[src/rtl/core_lsu.sv]
// Load/store unit. Aligned and illegal accesses respond one cycle after accept.
// Misaligned accesses are either split into byte accesses (SPLIT_EN=1) or rejected.
module core_lsu #(
  parameter bit SPLIT_EN = 1'b1
) (
  input  logic        sclk,
  input  logic        rstn,
  input  logic        req_valid,
  output logic        req_ready,
  input  logic        req_wr,
  input  logic [2:0]  req_op,
  input  logic [31:0] req_addr,
  input  logic [31:0] req_wdata,
  output logic        rsp_valid,
  output logic [31:0] rsp_rdata,
  output logic        rsp_err,
  output logic        mem_wr,
  output logic        mem_rd,
  output logic [2:0]  mem_op,
  output logic [31:0] mem_addr,
  output logic [31:0] mem_wdata,
  input  logic [31:0] mem_rdata
);

  typedef enum logic {S_IDLE = 1'b0, S_SPLIT = 1'b1} state_t;

  state_t      r_state;
  logic [1:0]  r_cnt;
  logic [31:0] r_asm;
  logic [31:0] r_base;
  logic [31:0] r_wdata;
  logic [2:0]  r_op;
  logic        r_wr;
  logic        r_rsp_vld;
  logic        r_rsp_err;
  logic        r_rsp_ld;
  logic        r_rsp_split;

  logic        w_acc;
  logic        w_legal;
  logic        w_mis;
  logic        w_go;
  logic        w_split;
  logic        w_rej;
  logic [1:0]  w_last;
  logic [7:0]  w_sbyte;
  logic [15:0] w_half;

  // Gating with rstn keeps the memory port quiet while reset is held.
  assign w_acc   = req_valid && (r_state == S_IDLE) && rstn;
  assign w_legal = req_wr ? (req_op inside {3'b000, 3'b001, 3'b010})
                          : (req_op inside {3'b000, 3'b001, 3'b010, 3'b100, 3'b101});
  assign w_mis   = ((req_op[1:0] == 2'b01) && req_addr[0]) ||
                   ((req_op[1:0] == 2'b10) && (req_addr[1:0] != 2'b00));
  assign w_go    = w_acc && w_legal && !w_mis;
  assign w_split = w_acc && w_legal && w_mis && SPLIT_EN;
  assign w_rej   = w_acc && !w_go && !w_split;
  assign w_last  = (r_op[1:0] == 2'b01) ? 2'd1 : 2'd3;
  assign w_sbyte = r_wdata[{r_cnt, 3'b000} +: 8];
  assign w_half  = {mem_rdata[7:0], r_asm[7:0]};

  assign req_ready = (r_state == S_IDLE);
  assign rsp_valid = r_rsp_vld;
  assign rsp_err   = r_rsp_err;

  always_comb begin
    mem_wr    = 1'b0;
    mem_rd    = 1'b0;
    mem_op    = 3'b000;
    mem_addr  = 32'd0;
    mem_wdata = 32'd0;
    if (r_state == S_SPLIT) begin
      mem_wr    = r_wr;
      mem_rd    = !r_wr;
      mem_op    = r_wr ? 3'b000 : 3'b100;
      mem_addr  = r_base + {30'd0, r_cnt};
      mem_wdata = {24'd0, w_sbyte};
    end else if (w_go) begin
      mem_wr    = req_wr;
      mem_rd    = !req_wr;
      mem_op    = req_op;
      mem_addr  = req_addr;
      mem_wdata = req_wdata;
    end else if (w_split) begin
      mem_wr    = req_wr;
      mem_rd    = !req_wr;
      mem_op    = req_wr ? 3'b000 : 3'b100;
      mem_addr  = req_addr;
      mem_wdata = {24'd0, req_wdata[7:0]};
    end
  end

  // The final split byte is merged straight from mem_rdata in the response cycle.
  always_comb begin
    rsp_rdata = 32'd0;
    if (r_rsp_vld && !r_rsp_err) begin
      if (r_rsp_split) begin
        if (r_op[1:0] == 2'b01)
          rsp_rdata = r_op[2] ? {16'd0, w_half} : {{16{w_half[15]}}, w_half};
        else
          rsp_rdata = {mem_rdata[7:0], r_asm[23:0]};
      end else if (r_rsp_ld) begin
        rsp_rdata = mem_rdata;
      end
    end
  end

  always_ff @(posedge sclk or negedge rstn) begin
    if (!rstn) begin
      r_state     <= S_IDLE;
      r_cnt       <= 2'd0;
      r_asm       <= 32'd0;
      r_base      <= 32'd0;
      r_wdata     <= 32'd0;
      r_op        <= 3'b000;
      r_wr        <= 1'b0;
      r_rsp_vld   <= 1'b0;
      r_rsp_err   <= 1'b0;
      r_rsp_ld    <= 1'b0;
      r_rsp_split <= 1'b0;
    end else begin
      r_rsp_vld   <= 1'b0;
      r_rsp_err   <= 1'b0;
      r_rsp_ld    <= 1'b0;
      r_rsp_split <= 1'b0;
      case (r_state)
        S_IDLE: begin
          if (w_acc) begin
            r_rsp_vld <= !w_split;
            r_rsp_err <= w_rej;
            r_rsp_ld  <= w_go && !req_wr;
            r_base    <= req_addr;
            r_op      <= req_op;
            r_wr      <= req_wr;
            r_wdata   <= req_wdata;
            r_asm     <= 32'd0;
            if (w_split) begin
              r_cnt   <= 2'd1;
              r_state <= S_SPLIT;
            end
          end
        end
        S_SPLIT: begin
          if (!r_wr)
            r_asm[{r_cnt - 2'd1, 3'b000} +: 8] <= mem_rdata[7:0];
          if (r_cnt == w_last) begin
            r_state     <= S_IDLE;
            r_cnt       <= 2'd0;
            r_rsp_vld   <= 1'b1;
            r_rsp_split <= !r_wr;
          end else begin
            r_cnt <= r_cnt + 2'd1;
          end
        end
        default: r_state <= S_IDLE;
      endcase
    end
  end

endmodule

[config.mk]
export PLATFORM = sky130hd
export DESIGN_NAME = core_lsu
export DESIGN_NICKNAME = d
export VERILOG_FILES = /design/src/rtl/core_lsu.sv
export SDC_FILE = /design/constraint.sdc
export NUM_CORES = 1
export LEC_CHECK = 0
export ABC_AREA = 1
export ABC_CLOCK_PERIOD_IN_PS = 7100
export BUFFER_PORTS_ARGS = -buffer_cell sky130_fd_sc_hd__clkbuf_2
export CAP_MARGIN = 15
export CORE_MARGIN = 2
export CORE_UTILIZATION = 35
export DETAILED_ROUTE_END_ITERATION = 8
export PLACE_DENSITY = 0.66
export SLEW_MARGIN = 20
export SYNTH_ARGS = -nofsm -noshare
export SYNTH_HDL_FRONTEND = slang
export SYNTH_SLANG_ARGS = --single-unit
export TNS_END_PERCENT = 50
[constraint.sdc]
create_clock -name sclk -period 7.1 [get_ports sclk]
set_clock_uncertainty 0.15 [all_clocks]
set_input_delay 0.355 -clock sclk [delete_from_list [all_inputs] [get_ports sclk]]
set_output_delay 0.355 -clock sclk [all_outputs]
set_load 0.005 [all_outputs]
## Word level (Yosys, flattened, before mapping)

Index checks and enable logic that the tools add are counted.

- Flip-flop bits (word level): 107
- Input port bits: 103
- Output and inout bits: 104
- Logic and storage cells: 100

- Add/sub/neg operators: 4
- Eq/ne operators: 11
- Shift operators: 3
- Muxes and demuxes: 45
- Bitwise operators: 1
- Reductions and logical operators: 25

Operator list:

| kind | count |
|---|---|
| $mux 32 | 12 |
| $pmux 32 s2 | 1 |
| $add 32x2->32 | 1 |
| $bwmux 32 | 1 |
| $shift 8x7->32 const A | 1 |
| $shiftx 32x6->8 | 1 |
| $shiftx 8x7->32 | 1 |
| $mux 1 | 18 |
| $mux 3 | 5 |
| $logic_and 1x1->1 | 11 |
| $mux 2 | 4 |
| $mux 8 | 1 |
| $neg 5->7 | 1 |
| $eq 3x3->1 const B | 2 |
| $logic_not 1->1 | 6 |
| $reduce_and 2->1 | 3 |
| $reduce_bool 5->1 | 1 |
| $eq 2x1->1 const B | 2 |
| $ne 2x1->1 const B | 2 |
| $pmux 1 s2 | 2 |
| $pmux 2 s2 | 1 |
| $eq 3x1->1 const B | 1 |
| $eq 3x2->1 const B | 1 |
| $logic_not 3->1 | 1 |
| 9 further kinds | 9 |

## Depth between registers and ports, before layout

Gate-level depths: netlist of run 1.

- Depth in word-level cells: 10
- Gate-level depth with buffers: 11
- Depth with buffers taken out: 11

## Least setup slack after synthesis of run 1

No wires, ideal clock.

- Path kind: register -> output
- Start: register r_cnt[1]
- End: output mem_addr[14]
- Arrival: 2024 ps
- Data required time: 6595 ps
- Setup slack: 4571 ps
- Cell stages (with the launch flop): 10
- Path buffers: 1
- Path through: dfrtp_1 > buf_2 > clkinv_1 > fa_1 > nor2_4 > nand2_1 > nor2_1 > xor2_1 > nand2_1 > nand2_1

- Longest elaborated chain between the ends: 2

RTL lines:

| what | RTL line | RTL |
|---|---|---|
| start, declared | 28 | `logic [1:0] r_cnt;` |
| start signal, assigned | 152 | `r_cnt <= r_cnt + 2'd1;` |
| $add 32x2->32 | 76 | `mem_addr = r_base + {30'd0, r_cnt};` |
| $mux 32 | 72 | `if (r_state == S_SPLIT) begin` |
| end, declared | 20 | `output logic [31:0] mem_addr,` |

Every way passes these cells.

## Worst setup path after layout of run 1

- Start: register r_cnt[0]
- End: output mem_addr[26]

Same word-level chain as after synthesis.

==> metrics.md, run 1 <==
| Metric | Value |
|---|---|
| Maximum vdd ir drop | 0.000121 V |
| Post-route ant nets | 0 |
| Synthesized area | 6380 µm² |
| Tmin final | roughly 3.8 ns |
| Most common cell after layout, fill and taps aside | nand2_1 |
| Cell taking the most area after synthesis | dfrtp_1 |
| Cell Pwr Density | 311 nW/µm² |
| Register area share after synthesis | 38.8% |
| TritonCTS Sinks | slightly below 100 |
| Mux contribution to synthesized area | 0% |
| Syn Inst Count | 995 |
| CTS resizes | 0 |
| Synth cell types | 31 |
| Sum Neg Setup Slack | 0 ns |
| Crit end category | primary output |
| CP Launch Point | r_cnt[0] |
| Syn avg cell area | between 6 and 7 µm² |
| Fmax achieved | around 260 MHz |
| Status | complete, no violations |
| Clock-pin transition on the worst setup and hold timing paths | about 0.07 ns |
| End of the critical path | mem_addr[26] |
| Pre-CTS setup slack | approximately 3.7 ns |
| Final core area utilization | a little over two fifths |
| Worst-path fanout max | 31 |
| Final WL | about 19000 µm |
| Grt total ovfl | 0 |
| Antenna cells | 0 |
| #FFs+latches synth | slightly below 100 |
| GP Congestion | around 0.86 |
| Tcrit/Tclk final | 53.7% |
| All-Layer GR Usage | 20.6% |
| Leak pwr | between 3 and 4 nW |
| Data arrival, critical path | 3.30 ns |
| Hold WC Path Type | in2reg |
| TritonCTS clock tree | done |
| Initial DRC count | 446 |
| Post-Synth Adder-Cell Area | under 10% |
| CP Class | reg2out |
| Reg2reg start | r_cnt[0] |
| H-tree depth | 3 |
| Synthesis warning total | 0 |
| Root Buffer | clkbuf_16 |
| Worst slew pin tran | around 1.1 ns |
| Layout Nets | between 1000 and 1500 |
| Clk_lat worst skew | roughly 0.35 ns |
| Number of CTS-inserted buffers | 9 |
| DR WL/cell | about 14 µm |
| Detailed Place HPWL | roughly 14000 µm |
| Area Overhead vs Synth | 22.6% |
| Post-synth top area share | approximately 39% |
| Critical R2R Capture | r_asm[7] |
| HP Start | req_addr[13] |
| Core Area | 17900 µm² |
| Critical Path Source Type | flip-flop |
| Post-CTS Setup Inserts | 0 |
| Largest net degree at the start of global routing | a little under 80 |
| Post-synthesis xor/xnor area fraction | less than 1% |
| Commonest non-fill, non-tap cells in the layout | nand2_1, clkbuf_2, o21ai_0, dfrtp_1, nor2_1 |
| Relative slew margins | 29.5% |
| Syn nets | approximately 1100 |
| First-pass GRT wire length | around 33000 µm |
| Vias | between 6000 and 7000 |
| Fin. Hold Viols | 0 |
| Count of max-cap constraint violations | 0 |
| Complex-gate fraction of the synthesized area | around 15% |
| RSZ-0062 raised after global routing | false |
| Die W | 139 µm |
| Die Span Y | roughly 140 µm |
| Top-Level Pins | a little over 200 |
| Required time worst endpoint | about 6.6 ns |
| PortBufs | between 200 and 250 |
| Pins Over Slew Limit | 0 |
| Worst reg-to-reg path cell count | 5 |
| Final Total Pwr | approximately 2.4 mW |
| Hold Buf Count CTS | 1 |
| # DRC | 0 |
| Pre-antenna DRT Iters | 8 |
| Share of layout cells above drive strength 1 | around 20% |
| Largest family of logic cells by synthesized area | simple AND/OR/NAND/NOR gates |
| Reg2reg setup slack | 4.12 ns |
| Final WS setup | 3.29 ns |
| Clock Path Buffers | 2 |
| Cell Rows | 49 |
| Die area | a little under 20000 µm² |
| Synth Area in Simple Gates | 34.7% |
| Largest cells by area after synthesis | dfrtp_1, nand2_1, o21ai_0 |
| Vias in the first global route | 6485 |
| Final setup violation count | 0 |
| Initial antenna violation count | 0 |
| Mean number of vias per cell | roughly 4.8 |
| Starting Density | a little over a third |
-- final cells by class --
cell class | instances | area (µm²)
Clock inverter | 4 | 33.8
Multi-Input combinational cell | 750 | 3330
Tap cell | 229 | 287
Sequential cell | 99 | 2480
Fill cell | 1953 | 10100
Clock buffer | 12 | 246
Inverter | 100 | 378
Timing Repair Buffer | 211 | 1070
-- metrics by stage --
stage          hold WS, ns  std cells  instance area [µm²]
3_5_place_dp         0.231       1388                 7530
5_1_grt             0.0867       1405                 7820
4_1_cts             0.0672       1405                 7820
2_1_floorplan      -0.0906        995                 6380
3_3_place_gp         0.220       1388                 7530
6_report            0.0729       1405                 7820
-- worst min-delay path by stage --
stage / cells after the start / endpoint
2_1_floorplan: 0 / r_asm[0]
3_3_place_gp: 1 / r_wdata[27]
3_5_place_dp: 1 / r_wdata[27]
4_1_cts: 3 / r_base[13]
5_1_grt: 3 / r_base[28]
6_report: 3 / r_base[13]
-- logic make-up (layout without fill, tap and decap cells) --
group           count (synthesis)  after routing
simple gates                  552            552
buf+inv                       146            327
compound gates                188            188
xor+xnor                        4              4
flops                          99             99
fa+ha+maj                       6              6
-- layer usage --
metal / GRT usage (%) / up-vias / share of wire (%) / wire, µm
met1: 28.8 / 3105 / 47 / 9250
met4: 5.74 / 0 / 1.6 / 302
met3: 2.97 / 18 / 5.2 / 1010
met5: 0 / - / 0 / 0
met2: 33.6 / 200 / 46 / 8910
li1: - / 3491 / - / -
-- state kept, by name, summed over array words and instances, names as in the netlist --
register and count:
r_asm 24, r_rsp_split 1, r_state 1, r_wdata 32, rsp_err 1, r_op 3, r_cnt 2, r_wr 1
r_base 32, r_rsp_ld 1, rsp_valid 1
-- power breakdown --
group / total (mW) / switching (mW) / internal (mW)
combinational: 0.963 / 0.617 / 0.345
clock: 0.477 / 0.226 / 0.251
sequential: 0.991 / 0.217 / 0.773
total: 2.43 / 1.06 / 1.37
-- Yosys cell counts --
library cell	count
fa_1	1
buf_1	5
a21boi_1	1
o21ai_4	1
nor2_1	97
nand3_1	38
clkbuf_1	18
buf_2	20
ha_1	5
inv_1	95
o22ai_1	4
nor3_2	1
xor2_1	4
nand3b_1	8
o211ai_1	8
nand2_1	389
a21oi_1	54
nor2_4	2
o21ai_1	3
nor3_1	8
inv_4	1
o21ai_0	117
nor2_2	4
clkinv_1	1
nand2_2	1
nand2_4	2
inv_2	3
dfrtp_1	99
nand4_1	1
or2_4	1
buf_4	3
-- worst max-delay path, cell delays in order (launching register included) --
cell and delay (ns):
dfrtp_1 0.99, ha_1 0.31, inv_1 0.06, fa_1 0.43, nor2_4 0.22, nand2_1 0.11, nor2_1 0.37, nand3b_1 0.12
nand2_1 0.08, nand2_1 0.05, nand2_1 0.08, clkbuf_2 0.11
(Power assumes the default switching activity.)
==> inputs of run 2 (changes only) <==
--- a/config.mk
+++ b/config.mk
@@ -6,13 +6,13 @@
 export NUM_CORES = 1
 export LEC_CHECK = 0
 export ABC_AREA = 1
-export ABC_CLOCK_PERIOD_IN_PS = 7100
+export ABC_CLOCK_PERIOD_IN_PS = 3500
 export BUFFER_PORTS_ARGS = -buffer_cell sky130_fd_sc_hd__clkbuf_2
 export CAP_MARGIN = 15
 export CORE_MARGIN = 2
 export CORE_UTILIZATION = 35
 export DETAILED_ROUTE_END_ITERATION = 8
-export PLACE_DENSITY = 0.66
+export PLACE_DENSITY = 0.68
 export SLEW_MARGIN = 20
 export SYNTH_ARGS = -nofsm -noshare
 export SYNTH_HDL_FRONTEND = slang
==> constraint.sdc (replaced) <==
create_clock -name sclk -period 3.5 [get_ports sclk]
set_clock_uncertainty 0.15 [all_clocks]
set_input_delay 0.175 -clock sclk [delete_from_list [all_inputs] [get_ports sclk]]
set_output_delay 0.175 -clock sclk [all_outputs]
set_load 0.005 [all_outputs]
==> run 2 against run 1 <==
  * Global-route usage grew 0.64 points
  * Core utilization grew 4.6 points
  * Combinational power grew 120%
  * Critical path depth grew 1
  * Non-clock buffer count grew 80
  * Design area grew 11%
  * Worst setup slack lost 2.6 ns
  * Die area is the same
  * Largest cell class unchanged
  * Largest power group is now combinational cells
==> metrics.md, run 2 (synthesis gave the netlist of run 1 again) <==
| Metric | Value |
|---|---|
| Final hold slack | approximately 0.010 ns |
| Hold Buf Count CTS | 75 |
| Maximum vdd ir drop | ~0.00028 V |
| First-pass GRT wire length | between 30000 and 40000 µm |
| Hold WC Path Type | in2reg |
| TritonCTS Sinks | 99 |
| CP cell instances | ha_1, inv_1, fa_1, nor2_4, nand2_1, nor2_1, nand2_1, nand2_1, nand2_1, nand2_1, nand2_1, clkbuf_2 |
| Pins Over Slew Limit | 0 |
| Commonest non-fill, non-tap cells in the layout | nand2_1, clkbuf_2, o21ai_0, dfrtp_1, nor2_1 |
| Critical Path Source Type | flip-flop |
| PortBufs | just over 200 |
| Seq pwr share | between 30% and 40% |
| Reg2reg setup slack | 1.14 ns |
| Root Buffer | clkbuf_16 |
| Vias in the first global route | 6830 |
| CP Class | reg2out |
| Layout Nets | roughly 1400 |
| Dpl cell area | 7560 µm² |
| Final WS setup | between 0.6 and 0.7 ns |
| Worst slew pin tran | between 1 and 1.5 ns |
| Sum Neg Setup Slack | 0 ns |
| Reg2reg start | r_cnt[0] |
| CP max stage cell | fa_1 |
| Starting Density | between 30% and 40% |
| NetSw | 2.20 mW |
| Most common cell after layout, fill and taps aside | nand2_1 |
| Initial antenna violation count | 0 |
| Largest net degree at the start of global routing | 78 |
| Worst-path fanout max | 7 |
| End of the critical path | mem_addr[26] |
| TritonCTS clock tree | done |
| Final WL | around 20000 µm |
| Post-CTS Setup Inserts | 0 |
| Clk_lat worst skew | about 0.35 ns |
| CTS resizes | 0 |
| Status | complete, no violations |
| Leak pwr | about 4.3 nW |
| Power Internal | just under 3 mW |
| Fmax achieved | roughly 350 MHz |
| Buf/Inv on CP | 2 |
| Post-route ant nets | 0 |
| RSZ-0062 raised after global routing | false |
| Largest stage delay, worst path | ~0.45 ns |
| Die area | just under 20000 µm² |
| Regs by FF count | r_base (32), r_wdata (32), r_asm (24) |
| Clock Path Buffers | 2 |
| Pre-antenna DRT Iters | 6 |
| Combinational share of power | roughly two fifths |
| Placed insts | roughly 1400 |
| All-Layer GR Usage | about a fifth |
| Critical R2R Capture | r_asm[0] |
| Relative slew margins | a little under a third |
| Pre-CTS setup slack | about 1.1 ns |
| Number of CTS-inserted buffers | 9 |
| Mean number of vias per cell | 4.81 |
| Tmin final | roughly 2.9 ns |
| Area of the multi-input gates | around 3300 µm² |
| Initial DRC count | 424 |
| Final std cells w/o fill | about 1500 |
| Detailed Place HPWL | around 14000 µm |
| Tcrit/Tclk final | 81.6% |
| Top Family by Delay on Critical Path | simple AND/OR/NAND/NOR gates |
| Crit end category | primary output |
| Sw frac | approximately 43% |
| H-tree depth | 3 |
| Count of max-cap constraint violations | 0 |
| Top cell by count, worst path | nand2_1 |
| Core Area | 17900 µm² |
| HP Start | req_op[2] |
| FF/Latch Area | 2480 µm² |
| Cell Rows | 49 |
| Worst reg-to-reg path cell count | 6 |
| Grt total ovfl | 0 |
| Required time worst endpoint | between 3 and 4 ns |
| DR WL/cell | around 14 µm |
| Die W | 139 µm |
| Area Overhead vs Synth | 35.6% |
| Share of layout cells above drive strength 1 | between 10% and 20% |
| Antenna cells | 0 |
| CP Launch Point | r_cnt[0] |
| Clock-pin transition on the worst setup and hold timing paths | about 0.080 ns |
| # DRC | 0 |
| Final setup violation count | 0 |
| Vias | between 7000 and 8000 |
| GP Congestion | approximately 0.91 |
| Data arrival, critical path | 2.53 ns |
| Power share of the clock group | 20.6% |
| Final Instance Area | around 8600 µm² |
| Die Span Y | 139 µm |
| Cell Pwr Density | 593 nW/µm² |
| Fill cell count | approximately 1800 |
| Top-Level Pins | approximately 210 |
| Critical Path Stages | 12 |
| Fin. Hold Viols | 0 |
==> run 2: worst min path at each step <==
| stage | to | slack [ns] | cells past startpoint |
|---|---|---|---|
| 6_report | r_op[2] | 0.01 | 3 |
| 3_3_place_gp | r_base[24] | -0.06 | 1 |
| 2_1_floorplan | r_asm[0] | -0.27 | 0 |
| 3_5_place_dp | r_base[26] | -0.06 | 1 |
| 4_1_cts | r_op[2] | 0.02 | 3 |
| 5_1_grt | r_op[2] | 0.01 | 3 |
==> run 2: tightest hold or removal path: cells and delay by family <==
| family | cells | cell delay, ns |
|---|---|---|
| buffers and inverters | 2 | 0.18 |
| AO/OA/AOI/OAI | 1 | 0.11 |
==> run 2: area by class of cell <==
class | instances | share of cell area, %
clock inverters | 7 | 0.955
multi-input cells | 750 | 38.4
inverters | 100 | 4.37
repair buffers | 291 | 21.7
well taps | 229 | 3.31
flip-flops and latches | 99 | 28.6
clock buffers | 9 | 2.60
==> run 2: through the flow <==
step,power (mW),utilization (%)
global placement,3.98,42.2
finish,5.13,48.3
detailed placement,4.01,42.2
global route,5.58,48.3
CTS,5.14,48.2
floorplan,3.24,-
==> run 2: power by group through the flow <==
stage,Sequential (mW),Combinational [mW],Clock [mW]
6_report,1.94,2.13,1.06
5_1_grt,2.00,2.46,1.12
4_1_cts,1.93,2.14,1.07
3_5_place_dp,1.94,2.07,0
3_3_place_gp,1.95,2.03,0
2_1_floorplan,1.82,1.42,0
==> run 2: routing by layer <==
metal  global-route usage (%)  vias to the layer above  share of wire, %
li1                         -                     3648                 -
met1                     29.9                     3248                47
met2                     33.8                      220                45
met3                     3.11                       28               5.4
met4                     7.28                        0               2.4
met5                        0                        -                 0
